==> config.mk <==
export PLATFORM = sky130hd
export DESIGN_NAME = seg7_multi_display
export DESIGN_NICKNAME = d
export VERILOG_FILES = /design/src/rtl/seg7_multi_display.sv
export SDC_FILE = /design/constraint.sdc
export NUM_CORES = 1
export LEC_CHECK = 0
export CORE_MARGIN = 2
export CORE_UTILIZATION = 55
export DETAILED_ROUTE_END_ITERATION = 10
export PLACE_DENSITY_LB_ADDON = 0.3
export SETUP_SLACK_MARGIN = 0.5
export SLEW_MARGIN = 20
export SYNTH_ARGS = -nofsm -noshare
export SYNTH_HDL_FRONTEND = slang
export SYNTH_SLANG_ARGS = --single-unit
==> constraint.sdc <==
create_clock -name clock_i -period 3.16 [get_ports clock_i]
set_input_delay 0.316 -clock clock_i [delete_from_list [all_inputs] [get_ports clock_i]]
set_output_delay 0.316 -clock clock_i [all_outputs]
set_load 0.02 [all_outputs]
==> src/rtl/seg7_multi_display.sv <==
// seg7_multi_display
//   Multi-digit seven-segment driver. A WIDTH-bit binary value becomes DIGITS
//   digits, shown either as hex nibbles or as decimal digits. Decimal digits come
//   from a sequential double-dabble, one iteration per clock. Further features:
//   leading-zero blanking, overflow indication and a load/busy/done handshake.
//
// Ports
//   clock_i     system clock, all logic on the rising edge
//   reset_i     synchronous, active-high reset
//   load_i      start a conversion of value_i (only honoured while idle)
//   value_i     binary value to display
//   mode_i      0 = hex, 1 = decimal; latched together with load_i
//   blank_i     1 = blank leading zeros; latched together with load_i
//   busy_o      conversion in progress
//   done_o      one-cycle pulse in the cycle hex_o takes its new value
//   overflow_o  value does not fit in DIGITS digits; held until the next done_o
//   hex_o       active-low segments, digit i = hex_o[7*i+6:7*i] = {a,b,c,d,e,f,g}

module seg7_multi_display #(
  parameter int WIDTH  = 16,
  parameter int DIGITS = 5,
  parameter int CNTW   = 5
) (
  input  logic                  clock_i,
  input  logic                  reset_i,
  input  logic                  load_i,
  input  logic [WIDTH-1:0]      value_i,
  input  logic                  mode_i,
  input  logic                  blank_i,
  output logic                  busy_o,
  output logic                  done_o,
  output logic                  overflow_o,
  output logic [7*DIGITS-1:0]   hex_o
);

  // One spare BCD digit on top exists only to detect decimal overflow.
  localparam int BCDW = 4*DIGITS + 4;
  localparam int EXTW = WIDTH + 4*DIGITS;

  typedef enum logic [1:0] {IDLE, SHIFT, UPDATE} state_t;

  state_t              state_q, state_d;
  logic [WIDTH-1:0]    val_q, val_d;
  logic                mode_q, mode_d;
  logic                blank_q, blank_d;
  logic [BCDW-1:0]     bcd_q, bcd_d;
  logic [CNTW-1:0]     cnt_q, cnt_d;
  logic                sticky_q, sticky_d;
  logic [7*DIGITS-1:0] hex_q, hex_d;
  logic                ovf_q, ovf_d;
  logic                done_q, done_d;

  logic [BCDW-1:0]     bcdAdj;
  logic [EXTW-1:0]     valExt;
  logic [4*DIGITS-1:0] digitsVal;
  logic [7*DIGITS-1:0] hexNext;
  logic                ovfNext;
  logic                seen;
  logic [3:0]          nib;

  function automatic logic [6:0] segOf(input logic [3:0] d);
    case (d)
      4'h0: segOf = 7'b0000001;
      4'h1: segOf = 7'b1001111;
      4'h2: segOf = 7'b0010010;
      4'h3: segOf = 7'b0000110;
      4'h4: segOf = 7'b1001100;
      4'h5: segOf = 7'b0100100;
      4'h6: segOf = 7'b0100000;
      4'h7: segOf = 7'b0001111;
      4'h8: segOf = 7'b0000000;
      4'h9: segOf = 7'b0000100;
      4'hA: segOf = 7'b0001000;
      4'hB: segOf = 7'b1100000;
      4'hC: segOf = 7'b0110001;
      4'hD: segOf = 7'b1000010;
      4'hE: segOf = 7'b0110000;
      default: segOf = 7'b0111000;
    endcase
  endfunction

  // Double-dabble correction: every BCD digit of 5 or more gets +3 before the shift.
  always_comb begin
    bcdAdj = bcd_q;
    for (int i = 0; i <= DIGITS; i++) begin
      if (bcd_q[4*i +: 4] >= 4'd5) begin
        bcdAdj[4*i +: 4] = bcd_q[4*i +: 4] + 4'd3;
      end
    end
  end

  // Zero-extend the latched value so that nibbles beyond WIDTH read as 0 in hex mode.
  // The bits above the displayed nibbles signal hex overflow.
  assign valExt = EXTW'(val_q);

  // Digit selection, overflow detection and blanking for the UPDATE cycle.
  // The scan runs from the top digit down. Blanking stops at the first nonzero
  // digit, and it never applies to digit 0.
  always_comb begin
    digitsVal = mode_q ? bcd_q[4*DIGITS-1:0] : valExt[4*DIGITS-1:0];
    ovfNext   = mode_q ? ((|bcd_q[BCDW-1:4*DIGITS]) | sticky_q)
                       : (|valExt[EXTW-1:4*DIGITS]);
    hexNext   = '1;
    seen      = 1'b0;
    nib       = 4'd0;
    for (int i = DIGITS-1; i >= 0; i--) begin
      nib  = digitsVal[4*i +: 4];
      seen = seen | (nib != 4'd0);
      if (mode_q && ovfNext) begin
        hexNext[7*i +: 7] = 7'b1111110;
      end else if (blank_q && !seen && (i != 0)) begin
        hexNext[7*i +: 7] = 7'b1111111;
      end else begin
        hexNext[7*i +: 7] = segOf(nib);
      end
    end
  end

  // Next-state logic. The working value register also serves as the shift source.
  // A bit pushed out of the top BCD digit means the number was too large even for
  // the spare digit, so it is remembered as sticky overflow.
  always_comb begin
    state_d  = state_q;
    val_d    = val_q;
    mode_d   = mode_q;
    blank_d  = blank_q;
    bcd_d    = bcd_q;
    cnt_d    = cnt_q;
    sticky_d = sticky_q;
    hex_d    = hex_q;
    ovf_d    = ovf_q;
    done_d   = 1'b0;
    case (state_q)
      IDLE: begin
        if (load_i) begin
          val_d    = value_i;
          mode_d   = mode_i;
          blank_d  = blank_i;
          bcd_d    = '0;
          cnt_d    = '0;
          sticky_d = 1'b0;
          state_d  = mode_i ? SHIFT : UPDATE;
        end
      end
      SHIFT: begin
        bcd_d    = {bcdAdj[BCDW-2:0], val_q[WIDTH-1]};
        val_d    = {val_q[WIDTH-2:0], 1'b0};
        sticky_d = sticky_q | bcdAdj[BCDW-1];
        cnt_d    = cnt_q + 1'b1;
        if (cnt_q == CNTW'(WIDTH-1)) begin
          state_d = UPDATE;
        end
      end
      UPDATE: begin
        hex_d   = hexNext;
        ovf_d   = ovfNext;
        done_d  = 1'b1;
        state_d = IDLE;
      end
      default: state_d = IDLE;
    endcase
  end

  // State register. Reset wins over load and aborts a conversion without a done pulse.
  always_ff @(posedge clock_i) begin
    if (reset_i) begin
      state_q  <= IDLE;
      val_q    <= '0;
      mode_q   <= 1'b0;
      blank_q  <= 1'b0;
      bcd_q    <= '0;
      cnt_q    <= '0;
      sticky_q <= 1'b0;
      hex_q    <= '1;
      ovf_q    <= 1'b0;
      done_q   <= 1'b0;
    end else begin
      state_q  <= state_d;
      val_q    <= val_d;
      mode_q   <= mode_d;
      blank_q  <= blank_d;
      bcd_q    <= bcd_d;
      cnt_q    <= cnt_d;
      sticky_q <= sticky_d;
      hex_q    <= hex_d;
      ovf_q    <= ovf_d;
      done_q   <= done_d;
    end
  end

  assign busy_o     = (state_q != IDLE);
  assign done_o     = done_q;
  assign overflow_o = ovf_q;
  assign hex_o      = hex_q;

endmodule

# Word-level counts from Yosys, hierarchy flattened
# Memories as Yosys holds them, arrays and structs flattened.
# Cells that the tools add are included.
[totals] register_bits=87 input_bits=21 out_inout_bits=38 rom_bits=560 n_memories=5 word_cells=88
[op_classes] n_eq_ne=5 muxes=30 order_cmp=6 n_bitwise=5 n_reduce_logical=20 addsub=7
[memory_table] name="(name not given)" depth=16 width=7 rd=1 rd_ports_with_merged_regs=0 write_ports=0 line="62" rtl="case (d)"
[memory_table] name="(name not given)" depth=16 width=7 rd=1 rd_ports_with_merged_regs=0 write_ports=0 line="62"
[memory_table] name="(name not given)" depth=16 width=7 rd=1 rd_ports_with_merged_regs=0 write_ports=0 line="62"
[memory_table] name="(name not given)" depth=16 width=7 rd=1 rd_ports_with_merged_regs=0 write_ports=0 line="62"
[memory_table] name="(name not given)" depth=16 width=7 rd=1 rd_ports_with_merged_regs=0 write_ports=0 line="62"
[op_table] op="2-to-1 mux 7 bit" count=9
[op_table] op="one-hot mux 24 bit (2 select lines)" count=1
[op_table] op="one-hot mux 16 bit (2 select lines)" count=1
[op_table] op="adder 4 x 2 -> 4 bit, second input constant" count=6
[op_table] op="greater-or-equal comparator 4 x 3 -> 1 bit, second input constant" count=6
[op_table] op="2-to-1 mux 24 bit" count=1
[op_table] op="2-to-1 mux 4 bit" count=6
[op_table] op="2-to-1 mux 20 bit" count=1
[op_table] op="2-to-1 mux 16 bit" count=1
[op_table] op="nonzero test 4 bit" count=4
[op_table] op="one-hot mux 5 bit (2 select lines)" count=1
[op_table] op="2-to-1 mux 2 bit" count=3
[op_table] op="AND reduction 2 bit" count=3
[op_table] op="adder 5 x 1 -> 5 bit, second input constant" count=1
[op_table] op="== test 5 x 4 -> 1 bit, second input constant" count=1
[op_table] op="logical AND 1 bit" count=5
[op_table] op="2-to-1 mux 5 bit" count=1
[op_table] op="bitwise OR 1 bit" count=5
[op_table] op="zero test 1 bit" count=4
[op_table] op="!= test 2 bit, second input constant" count=2
[op_table] op="one-hot mux 2 bit (2 select lines)" count=1
[op_table] op="nonzero test 2 bit" count=2
[op_table] op="OR reduction 4 bit" count=1
[op_table] op="2-to-1 mux 1 bit" count=3
[op_table] op="4 further kinds" count=4

# Logic depth before layout (Yosys ltp)
# Gate-level depths: netlist (run 1).
[logic_depth] ltp_word=9 mapped_depth=11 mapped_depth_nobuf=7

# Least setup slack after synthesis (run 1)
# No wires, ideal clock.
[synth_timing] path_kind="flip-flop to flip-flop" start="register mode_q" end="register hex_q[33], in the netlist hex_o[33]" arrival_time_ns=2.213 n_path_buf=4 required_time_ns=3.041 setup_slack_ns=0.828 period_less_slack_ns=2.332 stages_incl_launch_ff=11 setup_time_ns=0.119 path_cell_list="dfxtp_1 > buf_2 > buf_2 > buf_2 > buf_2 > nand2_1 > ha_1 > mux2_2 > a32o_1 > a21oi_1 > o21bai_1"
[synth_between] elab_chain_len=6 word_cells_on_any_way=9 classes_between="mux: 4; reduce/logical: 4; memory: 1"
[synth_lines] element="start: declaration" line="44" rtl="logic mode_q, mode_d;"
[synth_lines] element="start signal: assignment" line="180" rtl="mode_q <= mode_d;"
[synth_lines] element="branches (longest 5 deep; another with memory read (16 x 7 bit))"
[synth_lines] element="2-to-1 mux 7 bit (*)" line="109" rtl="if (mode_q && ovfNext) begin"
[synth_lines] element="end signal: assignment" line="174" rtl="hex_q <= '1;"
[synth_lines] element="end signal: assignment" line="185" rtl="hex_q <= hex_d;"
[synth_lines] element="end: declaration" line="49" rtl="logic [7*DIGITS-1:0] hex_q, hex_d;"
# Mark *: on every way between the ends.
# A chain may end at the register's enable or synchronous reset.

# Worst setup path after layout (run 1)
[layout_timing] start="register mode_q" end="register hex_q[25], in the netlist hex_o[25]"
[layout_between] elab_chain_len=7 word_cells_on_any_way=11 classes_between="mux: 4; bitwise: 1; reduce/logical: 5; memory: 1"
[layout_lines] element="branches (longest 6 deep; another with memory read (16 x 7 bit))"
[layout_lines] element="2-to-1 mux 7 bit (*)" line="109"
# Marked as above.

==> summary.md, run 1 <==
| Metric | Value |
|---|---|
| Worst hold path type | `flop to flop` |
| PnR Total Power | `2604 uW` |
| Via/cell ratio | `5.879` |
| Tcrit/Tclk final | `79.32%` |
| Tot GR Track Use | `25.15%` |
| Max_cap viols | `0` |
| Adder-cell share of the synthesized area | `10.33%` |
| Die area | `10,720 sq um` |
| Yosys warnings | `0` |
| Top-Level Pins | `59` |
| DIE HEIGHT | `103.6 um` |
| Initial drt markers | `288` |
| Post-synthesis cell area | `5451 sq um` |
| Crit Path Class | `flop to flop` |
| Mean post-synth cell area | `7.901 sq um` |
| Met3 GRT Util | `4.091%` |
| Routed Antenna Nets | `0` |
| IO Port Bufs | `58` |
| Yosys top cell area share | `31.95%` |
| CP max stage cell | `dfxtp_4` |
| Post-synth EDFFs | `0` |
| Final Cell Area | `6270 sq um` |
| Die X | `103.6 um` |
| Max Clk Rate | `0.3989 GHz` |
| Xor-xnor portion of the synthesized cell area | `2.410%` |
| Worst Path Required | `3.42 ns` |
| Predominant post-synthesis flop cell | `dfxtp_1` |
| Post-synthesis cell count | `690` |
| GR Overflow Total | `0` |
| Core Area | `9684 sq um` |
| Largest net degree at the start of global routing | `41` |
| Yosys reg bits | `87` |
| RSZ-0062 raised after global routing | `no` |
| Power Density | `415.4 nW/um^2` |
| Min Hold Slack | `0.4709 ns` |
| Final setup violation count | `0` |
| Synth area leaders | `dfxtp_1, ha_1, nor2_1` |
| Busiest grt layer | `met2` |
| Outcome | `finished clean` |
| Final Util | `64.74%` |
| DP Wirelength | `9.510 mm` |
| Worst-margin pin slew | `0.8110 ns` |
| GRT met2 Usage | `43.38%` |
| Vias in the first global route | `4,682` |
| CP Cell Sequence | `buf_4 > buf_4 > mux2i_1 > or3_1 > a31oi_1 > a211o_1` |
| FP Rows | `36` |
| DR WL/cell | `15.72 um` |
| CTS Buffer Depth | `2` |
| Slew Limit Fails | `0` |
| Clock latency on the worst-skew pair | `0.37 ns` |
| Initial antenna violation count | `0` |
| First-pass GRT wire length | `22.40 mm` |
| Multiplexer area fraction after synthesis | `6.105%` |
| CP Data Arrival Time | `2.76 ns` |
| CTS HTree Levels | `3` |
| Hold_buf cts | `0` |
| Cell Area, Placed | `6053 sq um` |
| Most frequent CP cell | `buf_4` |
| Clock transition at path regs | `0.09 ns` |
| CP Max Fanout | `30` |
| Num CTS Buffers | `9` |
| Synth async-reset ratio | `0%` |
| DRC viols | `0` |
| Main combinational cell family by area after synthesis | `compound AO/OA/AOI/OAI gates` |
| Final Hold Viols | `0` |
| Clock sink count | `87` |
| Crit path time final | `2.507 ns` |
| Setup Skew | `0.01016 ns` |
| Diodes inserted | `0` |
| Met1 Use GR | `31.88%` |
| Syn_nets | `756` |
| CTS tree | `built` |
| Final Wtd Congestion | `0.9955` |
| Pre-antenna DRT Iters | `5` |
| CP peak stage delay | `0.61 ns` |
| Area Overhead vs Synth | `15.01%` |
| Buffer type at the clock tree root | `clkbuf_8` |
| Initial core utilization | `56.29%` |
| Post-CTS Setup Repair Bufs | `0` |
| Top cell type by total area after synthesis | `dfxtp_1` |
| Simple-gate share of the synthesized area | `21.60%` |
| Rel. slew slack | `45.94%` |
| Post-synth cell types | `57` |
| Final nets | `784` |
| Routed vias | `5,032` |
| Cell leakage power | `0.002362 uW` |
| Peak VDD IR | `0.2816 mV` |
| Startpoint types | `flop` |
| Sequential area share after synthesis | `31.95%` |
| Setup TNS | `0 ns` |
| Total wire length | `13.46 mm` |
| Fill cells | `827` |
| Layout cell share with drive strength beyond 1 | `6.639%` |
| Synth Area in Compound Gates | `21.74%` |
| Critical path endpoint category | `flop` |
cell families after synthesis:
group,Yosys count
flops,87
compound gates,184
xor+xnor,15
buf+inv,79
mux,30
simple gates,250
fa+ha+maj,45
power by group:
part	total [uW]	switching, uW	internal, uW
logic	574	334	240
registers	1210	65.2	1150
clock network	818	429	389
total	2600	828	1780
final timing paths:
kind                            startpoint          to  slack, ns  depth (start not counted)
worst max-delay path                mode_q   hex_o[25]       0.65                          6
worst min-delay path            overflow_o  overflow_o       0.47                          2
worst max register to register      mode_q   hex_o[25]       0.65                          6
worst min register to register  overflow_o  overflow_o       0.47                          2
sequential cells by signal (all words and copies together) (netlist names):
name	flops
val_q	16
state_q	2
blank_q	1
mode_q	1
hex_o	35
done_o	1
bcd_q	24
cnt_q	5
sticky_q	1
overflow_o	1
routing by layer:
metal / vias up / wire length, um
met5: - / 0
met2: 131 / 6613
met4: 0 / 283
met1: 2388 / 5964
li1: 2486 / -
met3: 27 / 596
cell usage after synthesis (all sizes together), types with 9 or more instances:
cell type  number
dfxtp          87
nor2           79
nand2          67
a21oi          57
ha             45
o21ai          41
clkbuf         35
inv            29
nand3          26
mux2i          24
nand2b         23
nor3           19
buf            15
o22a           15
a31oi          13
nor4           13
o22ai          10
xnor2          10
o211ai          9
what timing repair did:
action                                  CTS  global route
hold endpoints to repair                  0             0
endpoints found under the setup margin    5             7
gates resized for setup                   1             2
layout by cell type (no fill, tap or decap), types with 4 or more instances in the layout:
cell,n
nand2_1,66
ha_1,45
o32a_1,4
o22a_1,15
o211ai_1,9
buf_4,9
mux2_2,6
inv_1,29
a211oi_1,4
a211o_1,4
o21ai_0,40
nor4_1,13
clkinvlp_4,4
clkdlybuf4s50_1,57
nand2b_1,22
xor2_1,5
o22ai_1,10
nor3_1,18
nor2b_1,5
dfxtp_1,86
mux2i_1,20
clkbuf_8,10
a31oi_1,13
nand3_1,26
xnor2_1,10
nor2_1,79
a21oi_1,57
and2_1,6
metrics by stage:
| step | std cells | worst slack [ns] |
|---|---|---|
| floorplan | 690 | 0.8280 |
| detailed placement | 840 | 0.4829 |
| global placement | 840 | 0.6168 |
| finish | 856 | 0.6534 |
| CTS | 856 | 0.6567 |
| global route | 856 | 0.4844 |
final cells by class:
class | count | area, sq um | area share [%]
Tap cell | 133 | 166.4 | 2.654
Multi-Input combinational cell | 524 | 3400 | 54.22
Sequential cell | 87 | 1745 | 27.84
Clock inverter | 6 | 68.82 | 1.098
Timing Repair Buffer | 67 | 643.1 | 10.26
Inverter | 29 | 108.9 | 1.736
Clock buffer | 10 | 137.6 | 2.195
critical path: cells and delay by family, from the launching register on:
kind	cells	cell delay [ns]
AOI/OAI and AO/OA	2	0.39
buffers and inverters	2	0.58
DFF	1	0.61
muxes	1	0.61
and+or+nand+nor	1	0.20
Power figures use the tool's default switching activity.
==> run 2, diff against run 1 <==
--- a/config.mk
+++ b/config.mk
@@ -6,7 +6,7 @@
 export NUM_CORES = 1
 export LEC_CHECK = 0
 export CORE_MARGIN = 2
-export CORE_UTILIZATION = 55
+export CORE_UTILIZATION = 52
 export DETAILED_ROUTE_END_ITERATION = 10
 export PLACE_DENSITY_LB_ADDON = 0.3
 export SETUP_SLACK_MARGIN = 0.5
==> constraint.sdc (replaced) <==
create_clock -name clock_i -period 2.2 [get_ports clock_i]
set_input_delay 0.22 -clock clock_i [delete_from_list [all_inputs] [get_ports clock_i]]
set_output_delay 0.22 -clock clock_i [all_outputs]
set_load 0.02 [all_outputs]
==> summary.md, run 2 (same netlist as run 1, synthesis figures left out) <==
| Metric | Value |
|---|---|
| Outcome | `finished clean` |
| Rel. slew slack | `62.84% (+17 points)` |
| GRT met2 Usage | `46.75% (+3.4 points)` |
| Worst hold path type | `input pin to flop` |
| Busiest grt layer | `met2` |
| Max reg flops | `35 (unchanged)` |
| Setup TNS | `0 ns (unchanged)` |
| Peak VDD IR | `0.3800 mV (+35%)` |
| Routed vias | `5,457 (+8.4%)` |
| Final setup violation count | `0 (unchanged)` |
| Final Wtd Congestion | `0.9255 (-7.0%)` |
| Reg2reg path depth | `7 (+1)` |
| CTS HTree Levels | `3 (unchanged)` |
| Reg area | `1763 sq um (+1.0%)` |
| Worst-margin pin slew | `0.5557 ns (-0.2553 ns)` |
| Initial drt markers | `520 (+81%)` |
| Vias in the first global route | `5,172 (+10%)` |
| DRC viols | `0 (unchanged)` |
| Tot GR Track Use | `26.84% (+1.7 points)` |
| Hold_buf cts | `0 (unchanged)` |
| Die X | `106.4 um (+2.7%)` |
| DIE HEIGHT | `106.4 um (+2.7%)` |
| Via/cell ratio | `5.977 (+1.7%)` |
| Clock sink count | `87 (unchanged)` |
| Startpoint types | `flop` |
| Top-Level Pins | `59 (unchanged)` |
| CP Data Arrival Time | `2.28 ns (-0.48 ns)` |
| Critical path endpoint category | `flop` |
| Die area | `11,320 sq um (+5.6%)` |
| Critical path origin | `mode_q` |
| Met3 GRT Util | `3.617% (-0.47 points)` |
| CP Cell Sequence | `buf_12 > mux2i_4 > ha_2 > nor3b_4 > nand4_4 > or2_1 > a31oi_1` |
| Buffer type at the clock tree root | `clkbuf_8` |
| Num CTS Buffers | `9 (unchanged)` |
| Clock latency on the worst-skew pair | `0.37 ns (about the same)` |
| DR WL/cell | `17.37 um (+10%)` |
| Initial antenna violation count | `0 (unchanged)` |
| Layout cell share with drive strength beyond 1 | `22.78% (+16 points)` |
| CP Max Fanout | `5 (-83%)` |
| Slew Limit Fails | `0 (unchanged)` |
| DP Wirelength | `10.12 mm (+6.4%)` |
| Clock transition at path regs | `0.09 ns (about the same)` |
| Crit path time final | `1.984 ns (-0.5223 ns)` |
| Reg-to-reg setup timing slack | `0.22 ns (-0.44 ns)` |
| Final Hold Viols | `0 (unchanged)` |
| FP Rows | `37 (+2.8%)` |
| Non-filler instance count after layout | `913 (+6.7%)` |
| Critical R2R Capture | `hex_o[12]` |
| Worst setup endpoint | `hex_o[12]` |
| Met1 Use GR | `33.26% (+1.4 points)` |
| GR Overflow Total | `0 (unchanged)` |
| Reg2reg start | `mode_q` |
| First-pass GRT wire length | `24.56 mm (+9.7%)` |
| Pre-antenna DRT Iters | `5 (unchanged)` |
| Total wire length | `15.86 mm (+18%)` |
| Dpl cells | `860 (+2.4%)` |
| Diodes inserted | `0 (unchanged)` |
| RSZ-0062 raised after global routing | `yes` |
| Max_cap viols | `0 (unchanged)` |
| Final nets | `838 (+6.9%)` |
| Largest net degree at the start of global routing | `37 (-9.8%)` |
| Initial core utilization | `53.28% (-3.0 points)` |
| Commonest non-fill, non-tap cell in the layout | `nor2_1` |
| Routed Antenna Nets | `0 (unchanged)` |
| Tcrit/Tclk final | `90.20% (+11 points)` |
| Area Overhead vs Synth | `33.95%` |
| Setup Skew | `0.008992 ns (-0.001167 ns)` |
| Crit Path Class | `flop to flop` |
| Multi-input gate area | `3862 sq um (+14%)` |
| CP max stage cell | `dfxtp_4` |
| IO Port Bufs | `58 (unchanged)` |
| Max Clk Rate | `0.5040 GHz (+26%)` |
| CTS tree | `built` |
| CP peak stage delay | `0.39 ns (-0.22 ns)` |
| Core Area | `10,230 sq um (+5.6%)` |
| CTS Buffer Depth | `2 (unchanged)` |
| Worst Path Required | `2.50 ns (-0.92 ns)` |
| Most frequent cells in the layout | `nor2_1, dfxtp_1, nand2_1` |
| Min Hold Slack | `0.2756 ns (-0.1954 ns)` |
| Fill cells | `739 (-11%)` |
| Power Density | `536.1 nW/um^2 (+29%)` |
| Cell leakage power | `0.002722 uW (+15%)` |
==> run 2: through the flow <==
| step | total power, uW | area, sq um | util [%] | setup WS (ns) |
|---|---|---|---|---|
| 2_1_floorplan | 2359 | 5638 | - | 0.1814 |
| 3_3_place_gp | 2614 | 6342 | 61.99 | 0.2285 |
| 3_5_place_dp | 2647 | 6342 | 61.99 | 0.1397 |
| 4_1_cts | 3778 | 6890 | 67.35 | 0.2821 |
| 5_1_grt | 4069 | 7302 | 71.37 | 0.1584 |
| 6_report | 3914 | 7302 | 71.37 | 0.2157 |
==> run 2: worst min path at each step <==
stage / slack, ns / start / cells after the start / endpoint
finish: 0.28 / reset_i / 2 / bcd_q[5]
global route: 0.30 / reset_i / 2 / bcd_q[8]
CTS: 0.27 / reset_i / 2 / bcd_q[5]
detailed placement: 0.46 / hex_o[24] / 1 / hex_o[24]
global placement: 0.45 / overflow_o / 2 / overflow_o
floorplan: 0.36 / blank_i / 2 / blank_q
==> run 2: layer usage <==
metal,wire length [um],vias up
li1,-,2599
met1,6741,2583
met2,7788,218
met3,821,57
met4,506,0
met5,0,-
==> run 2: worst max-delay path, delay by kind of cell (launching register included) <==
family | cells | cell delay, ns
AOI/OAI and AO/OA | 1 | 0.14
adders and majority gates | 1 | 0.23
buffers and inverters | 1 | 0.14
DFF | 1 | 0.39
muxes | 1 | 0.27
and+or+nand+nor | 3 | 0.74
==> run 2: area by class of cell <==
class	count	share of cell area, %
Multi-Input combinational cell	524	52.90
Sequential cell	87	24.14
Timing Repair Buffer	121	16.52
Tap cell	136	2.330
Clock buffer	10	1.885
Inverter	29	1.628
Clock inverter	6	0.5997
==> run 2: what timing repair did <==
item                       CTS  global route
pin swaps                   19            28
gates cloned                 2             2
buffers inserted            18            15
setup endpoints to repair   50            53
gates resized for setup     44            66
==> run 2: where the power goes <==
| part | switching, uW | internal (uW) |
|---|---|---|
| sequential | 93.4 | 1650 |
| clock | 623 | 448 |
| combinational | 596 | 509 |
